$ cat config.mk
export PLATFORM = sky130hd
export DESIGN_NAME = alu_result_serializer
export DESIGN_NICKNAME = d
export VERILOG_FILES = /design/src/rtl/alu_result_serializer.sv
export SDC_FILE = /design/constraint.sdc
export NUM_CORES = 1
export LEC_CHECK = 0
export CORE_MARGIN = 4
export CORE_UTILIZATION = 25
export DETAILED_ROUTE_END_ITERATION = 16
export DONT_BUFFER_PORTS = 1
export GPL_TIMING_DRIVEN = 0
export PLACE_DENSITY_LB_ADDON = 0.08
export REMOVE_ABC_BUFFERS = 1
export SLEW_MARGIN = 10
export SYNTH_ARGS = -nofsm -noshare
export SYNTH_HDL_FRONTEND = slang
export SYNTH_SLANG_ARGS = --single-unit
$ cat constraint.sdc
create_clock -name CLK -period 1.9 [get_ports CLK]
set_clock_uncertainty 0.05 [all_clocks]
set_input_delay 0.19 -clock CLK [delete_from_list [all_inputs] [get_ports CLK]]
set_output_delay 0.19 -clock CLK [all_outputs]
set_load 0.05 [all_outputs]
$ cat src/rtl/alu_result_serializer.sv
// ---------------------------------------------------------------------------
// alu_result_serializer
//
// Purpose:
//   Captures a result word from the comparator/ALU path and sends it to a
//   UART transmitter as a sequence of bytes, least-significant byte first.
//   Each byte is offered through a valid/busy handshake. After every accepted
//   byte except the last, the block inserts a one-cycle gap so that a
//   transmitter which raises busy one cycle late is never loaded twice.
//
// Ports:
//   CLK        in   system clock; all logic on the rising edge
//   RST        in   synchronous, active-high reset
//   RES_DATA   in   result word (OUT_WIDTH bits)
//   RES_VLD    in   result valid; sampled every cycle
//   TX_BUSY    in   UART transmitter busy
//   TX_P_DATA  out  byte offered to the transmitter
//   TX_D_VLD   out  byte valid
//   SER_BUSY   out  high while a word is in flight
//   SER_DONE   out  one-cycle pulse after the last byte is accepted
//   SER_DROP   out  one-cycle pulse when a result arrives while busy
//
// OUT_WIDTH must be a non-zero multiple of 8. All outputs are driven
// directly from flops.
// ---------------------------------------------------------------------------
module alu_result_serializer #(
    parameter int OUT_WIDTH = 16
) (
    input  logic                 CLK,
    input  logic                 RST,
    input  logic [OUT_WIDTH-1:0] RES_DATA,
    input  logic                 RES_VLD,
    input  logic                 TX_BUSY,
    output logic [7:0]           TX_P_DATA,
    output logic                 TX_D_VLD,
    output logic                 SER_BUSY,
    output logic                 SER_DONE,
    output logic                 SER_DROP
);

    localparam int NBYTES = OUT_WIDTH / 8;
    localparam int CNT_W  = (NBYTES > 1) ? $clog2(NBYTES) : 1;

    localparam logic [CNT_W-1:0] CNT_ZERO = CNT_W'(0);
    localparam logic [CNT_W-1:0] CNT_ONE  = CNT_W'(1);
    localparam logic [CNT_W-1:0] CNT_LAST = CNT_W'(NBYTES - 1);

    typedef enum logic [1:0] {
        ST_IDLE = 2'd0,
        ST_SEND = 2'd1,
        ST_GAP  = 2'd2
    } state_e;

    state_e                 state_q,     state_d;
    logic [OUT_WIDTH-1:0]   shift_q,     shift_d;
    logic [CNT_W-1:0]       byte_cnt_q,  byte_cnt_d;
    logic [7:0]             tx_data_q,   tx_data_d;
    logic                   tx_vld_q,    tx_vld_d;
    logic                   busy_q,      busy_d;
    logic                   done_q,      done_d;
    logic                   drop_q,      drop_d;

    logic                   accept_s;

    // A byte leaves the block on any cycle it is offered and the TX is free.
    assign accept_s = tx_vld_q & ~TX_BUSY;

    // Next-state and next-output computation for the serializer FSM.
    always_comb begin
        state_d    = state_q;
        shift_d    = shift_q;
        byte_cnt_d = byte_cnt_q;
        tx_data_d  = tx_data_q;
        tx_vld_d   = tx_vld_q;
        done_d     = 1'b0;
        // Any result seen outside IDLE is discarded, including the cycle in
        // which the final byte is accepted.
        drop_d     = RES_VLD & (state_q != ST_IDLE);

        case (state_q)
            ST_IDLE: begin
                if (RES_VLD) begin
                    shift_d    = RES_DATA;
                    byte_cnt_d = CNT_ZERO;
                    tx_data_d  = RES_DATA[7:0];
                    tx_vld_d   = 1'b1;
                    state_d    = ST_SEND;
                end else begin
                    tx_vld_d   = 1'b0;
                end
            end
            ST_SEND: begin
                if (accept_s) begin
                    tx_vld_d = 1'b0;
                    if (byte_cnt_q == CNT_LAST) begin
                        done_d  = 1'b1;
                        state_d = ST_IDLE;
                    end else begin
                        shift_d    = shift_q >> 4'd8;
                        byte_cnt_d = byte_cnt_q + CNT_ONE;
                        state_d    = ST_GAP;
                    end
                end else begin
                    // Hold the current byte until the transmitter takes it.
                    tx_vld_d = 1'b1;
                end
            end
            ST_GAP: begin
                // The shift register already holds the next byte in its LSBs.
                tx_data_d = shift_q[7:0];
                tx_vld_d  = 1'b1;
                state_d   = ST_SEND;
            end
            default: begin
                tx_vld_d = 1'b0;
                state_d  = ST_IDLE;
            end
        endcase

        busy_d = (state_d != ST_IDLE);
    end

    // State and registered outputs; synchronous reset has priority.
    always_ff @(posedge CLK) begin
        if (RST) begin
            state_q    <= ST_IDLE;
            shift_q    <= '0;
            byte_cnt_q <= CNT_ZERO;
            tx_data_q  <= 8'h00;
            tx_vld_q   <= 1'b0;
            busy_q     <= 1'b0;
            done_q     <= 1'b0;
            drop_q     <= 1'b0;
        end else begin
            state_q    <= state_d;
            shift_q    <= shift_d;
            byte_cnt_q <= byte_cnt_d;
            tx_data_q  <= tx_data_d;
            tx_vld_q   <= tx_vld_d;
            busy_q     <= busy_d;
            done_q     <= done_d;
            drop_q     <= drop_d;
        end
    end

    assign TX_P_DATA = tx_data_q;
    assign TX_D_VLD  = tx_vld_q;
    assign SER_BUSY  = busy_q;
    assign SER_DONE  = done_q;
    assign SER_DROP  = drop_q;

endmodule
==> flow_summary.json <==
{
  "synth.ff_latch_count": 31,
  "worstPathArrival_ns": 1.82,
  "worst_slack_ns": 0.225,
  "worstReg2RegStart": "state_q[0]",
  "peakVddDrop_v": 0.000453,
  "routedWlPerCell_um": 16.5,
  "first_iter_violations": 65,
  "die_y_um": 83.4,
  "die_x_um": 83.4,
  "gp_congestion": 0.676,
  "fp.dieArea_mm2": 0.00695,
  "critical-path-slowest-cell": "dfxtp_2",
  "vias_per_cell": 5.07,
  "met1_length_um": 1770,
  "muxShareOfSynthArea_pct": 6.34,
  "r2r_setup_slack_ns": 0.22,
  "yosys_most_used_dff": "dfxtp_1",
  "layout_common_cells": "dfxtp_1 (28), a211oi_1 (16), nand2_1 (16), a21oi_1 (12), inv_1 (10)",
  "synth_compound_area_share_pct": 24.7,
  "period_share_pct": 88.2,
  "r2r_cells": 3,
  "avgSynthCellArea_um2": 8.93,
  "leakage_nw": 0.547,
  "cpPeakStageDelay_ns": 0.60,
  "clkSinkCount": 31,
  "fin_area_mm2": 0.00161,
  "synth-xor-area-share_pct": 0,
  "worstPathCellList": "nand4bb_4 > a21o_4 > a211oi_1",
  "cts_tree": "built",
  "async_flop_share_pct": 0,
  "drive_gt1_share_pct": 16.2,
  "postRouteWirelength_um": 3720,
  "tightest_slew_ns": 0.606,
  "final-setup-viol-count": 0,
  "ant_nets": 0,
  "r2r-end": "shift_q[3]",
  "dp_slack_ns": -0.625,
  "yosysSeqAreaShare_pct": 43.7,
  "max-slew-margin-rel_pct": 59.6,
  "core_mm2": 0.00551,
  "cts_inserted_buffers": 5,
  "initial_utilization_pct": 25.8,
  "ys_warn_count": 0,
  "path_class": "register to register",
  "grt_pass1_wl_um": 6050,
  "rows": 27,
  "layout_commonest_cell": "dfxtp_1",
  "place_area_mm2": 0.00142,
  "synthAdderAreaFrac_pct": 0,
  "syn_area_mm2": 0.00142,
  "drc_errors": 0,
  "path_clk_slew_ns": 0.07,
  "hold_violations": 0,
  "grt_max_degree": 32,
  "top_layer_used": "met4",
  "fmax_mhz": 597,
  "vias": 1146,
  "dp_hpwl_um": 2300,
  "numPortBuffers": 0,
  "final_net_count": 173,
  "antenna_found_initial": 0,
  "insertedDiodeCount": 0,
  "num_io_pins": 32,
  "crit_end": "shift_q[3]",
  "cp-start-kind": "register",
  "hold_class": "input port to register",
  "cts_root_buf": "clkbuf_8",
  "overflow": 0,
  "clk_path_buf_depth": 2,
  "dr_wl_met3_um": 228,
  "power_density_mw_per_mm2": 1030,
  "synthCells": 159,
  "dr.pass1.iters": 4,
  "critPathRequiredTime_ns": 2.04,
  "synth_cell_type_count": 25,
  "crit_path_start": "state_q[0]",
  "slew_viol_final": 0,
  "end_kind": "register",
  "utilization_pct": 29.2,
  "rsz0062_at_grt": "false",
  "grt_pass1_vias": 1083,
  "path_max_fanout": 17,
  "synth_edf_count": 0,
  "yosys.area_share.simple_pct": 16.1,
  "period_minus_slack_ns": 1.68,
  "area_delta_synth_final_pct": 13.2,
  "cap_violations": 0,
  "insertion_delay_ns": 0.28,
  "holdWs_ns": 0.00904,
  "met2_length_um": 1660,
  "synth_top_family_by_area": "compound AO/OA/AOI/OAI gates",
  "status": "finished, final reports clean",
  "grt_usage_pct": 11.1,
  "htree_num_levels": 2
}
==> layer usage <==
layer / up-vias / track usage (%)
met3: 8 / 4.37
met2: 28 / 16.0
met5: - / 0
met1: 550 / 14.7
li1: 560 / -
met4: 0 / 4.46
==> final cells by class <==
| class | count | area (µm²) |
|---|---|---|
| fillers | 600 | 3900 |
| multi-input cells | 102 | 688 |
| inverters | 10 | 37.5 |
| clock buffers | 6 | 82.6 |
| well taps | 72 | 90.1 |
| repair buffers | 3 | 50.0 |
| flip-flops and latches | 31 | 624 |
| clock inverters | 2 | 35.0 |
==> report_power, final <==
| part | leakage, nW | internal (mW) | switching, mW |
|---|---|---|---|
| clock network | 0.0612 | 0.424 | 0.257 |
| registers | 0.256 | 0.699 | 0.104 |
| logic | 0.230 | 0.0875 | 0.0883 |
| total | 0.547 | 1.21 | 0.449 |
==> worst max-delay path, delay by kind of cell (launching register included) <==
family,cells,cell delay [ns]
simple gates,1,0.35
flops,1,0.60
compound gates,2,0.58
==> how the worst min path moves through the flow <==
stage / depth (start not counted) / startpoint / endpoint
final: 2 / RES_DATA[5] / TX_P_DATA[5]
after floorplan: 1 / RST / SER_BUSY
after global routing: 2 / RES_DATA[4] / TX_P_DATA[4]
after CTS: 2 / RES_DATA[5] / TX_P_DATA[5]
after detailed placement: 1 / RST / shift_q[13]
after global placement: 1 / RST / shift_q[12]
==> what timing repair did <==
action	in CTS	in global routing
setup buffers	0	1
gates cloned	0	0
pin swaps	0	1
resized for setup	4	2
hold endpoints to repair	31	0
setup endpoints to repair	24	10
hold buffers	2	0
==> logic make-up after synthesis <==
logic type | Yosys count
compound gates | 49
simple gates | 45
flops | 31
buf+inv | 26
mux | 8
==> flip-flops by register name, summed over array words and instances, names as in the netlist <==
register	count
TX_P_DATA	8
TX_D_VLD	1
SER_DROP	1
SER_BUSY	1
state_q	2
byte_cnt_q	1
shift_q	16
SER_DONE	1
==> stage by stage <==
step	TNS, ns	instances	total power, mW
floorplan	0	143	0.925
detailed placement	-8.89	215	0.967
finish	0	226	1.66
CTS	0	225	1.68
global route	0	226	1.74
global placement	-8.92	215	0.964
==> synth_stat cells (all sizes together), types with 2 or more instances <==
master	count	area share, %
a211oi	16	8.5
a21oi	12	4.2
a22oi	8	4.2
a311oi	8	4.9
buf	9	4.6
clkbuf	7	1.9
dfxtp	31	44
inv	10	2.6
mux2	8	6.3
nand2	16	4.2
nand2b	5	2.2
nand3	8	2.8
nor2	9	2.4
nor3b	2	1.9
nor4	2	0.88
o21ai	2	0.70
o21bai	2	1.1
Note: power is estimated with default switching activity, not from simulation.
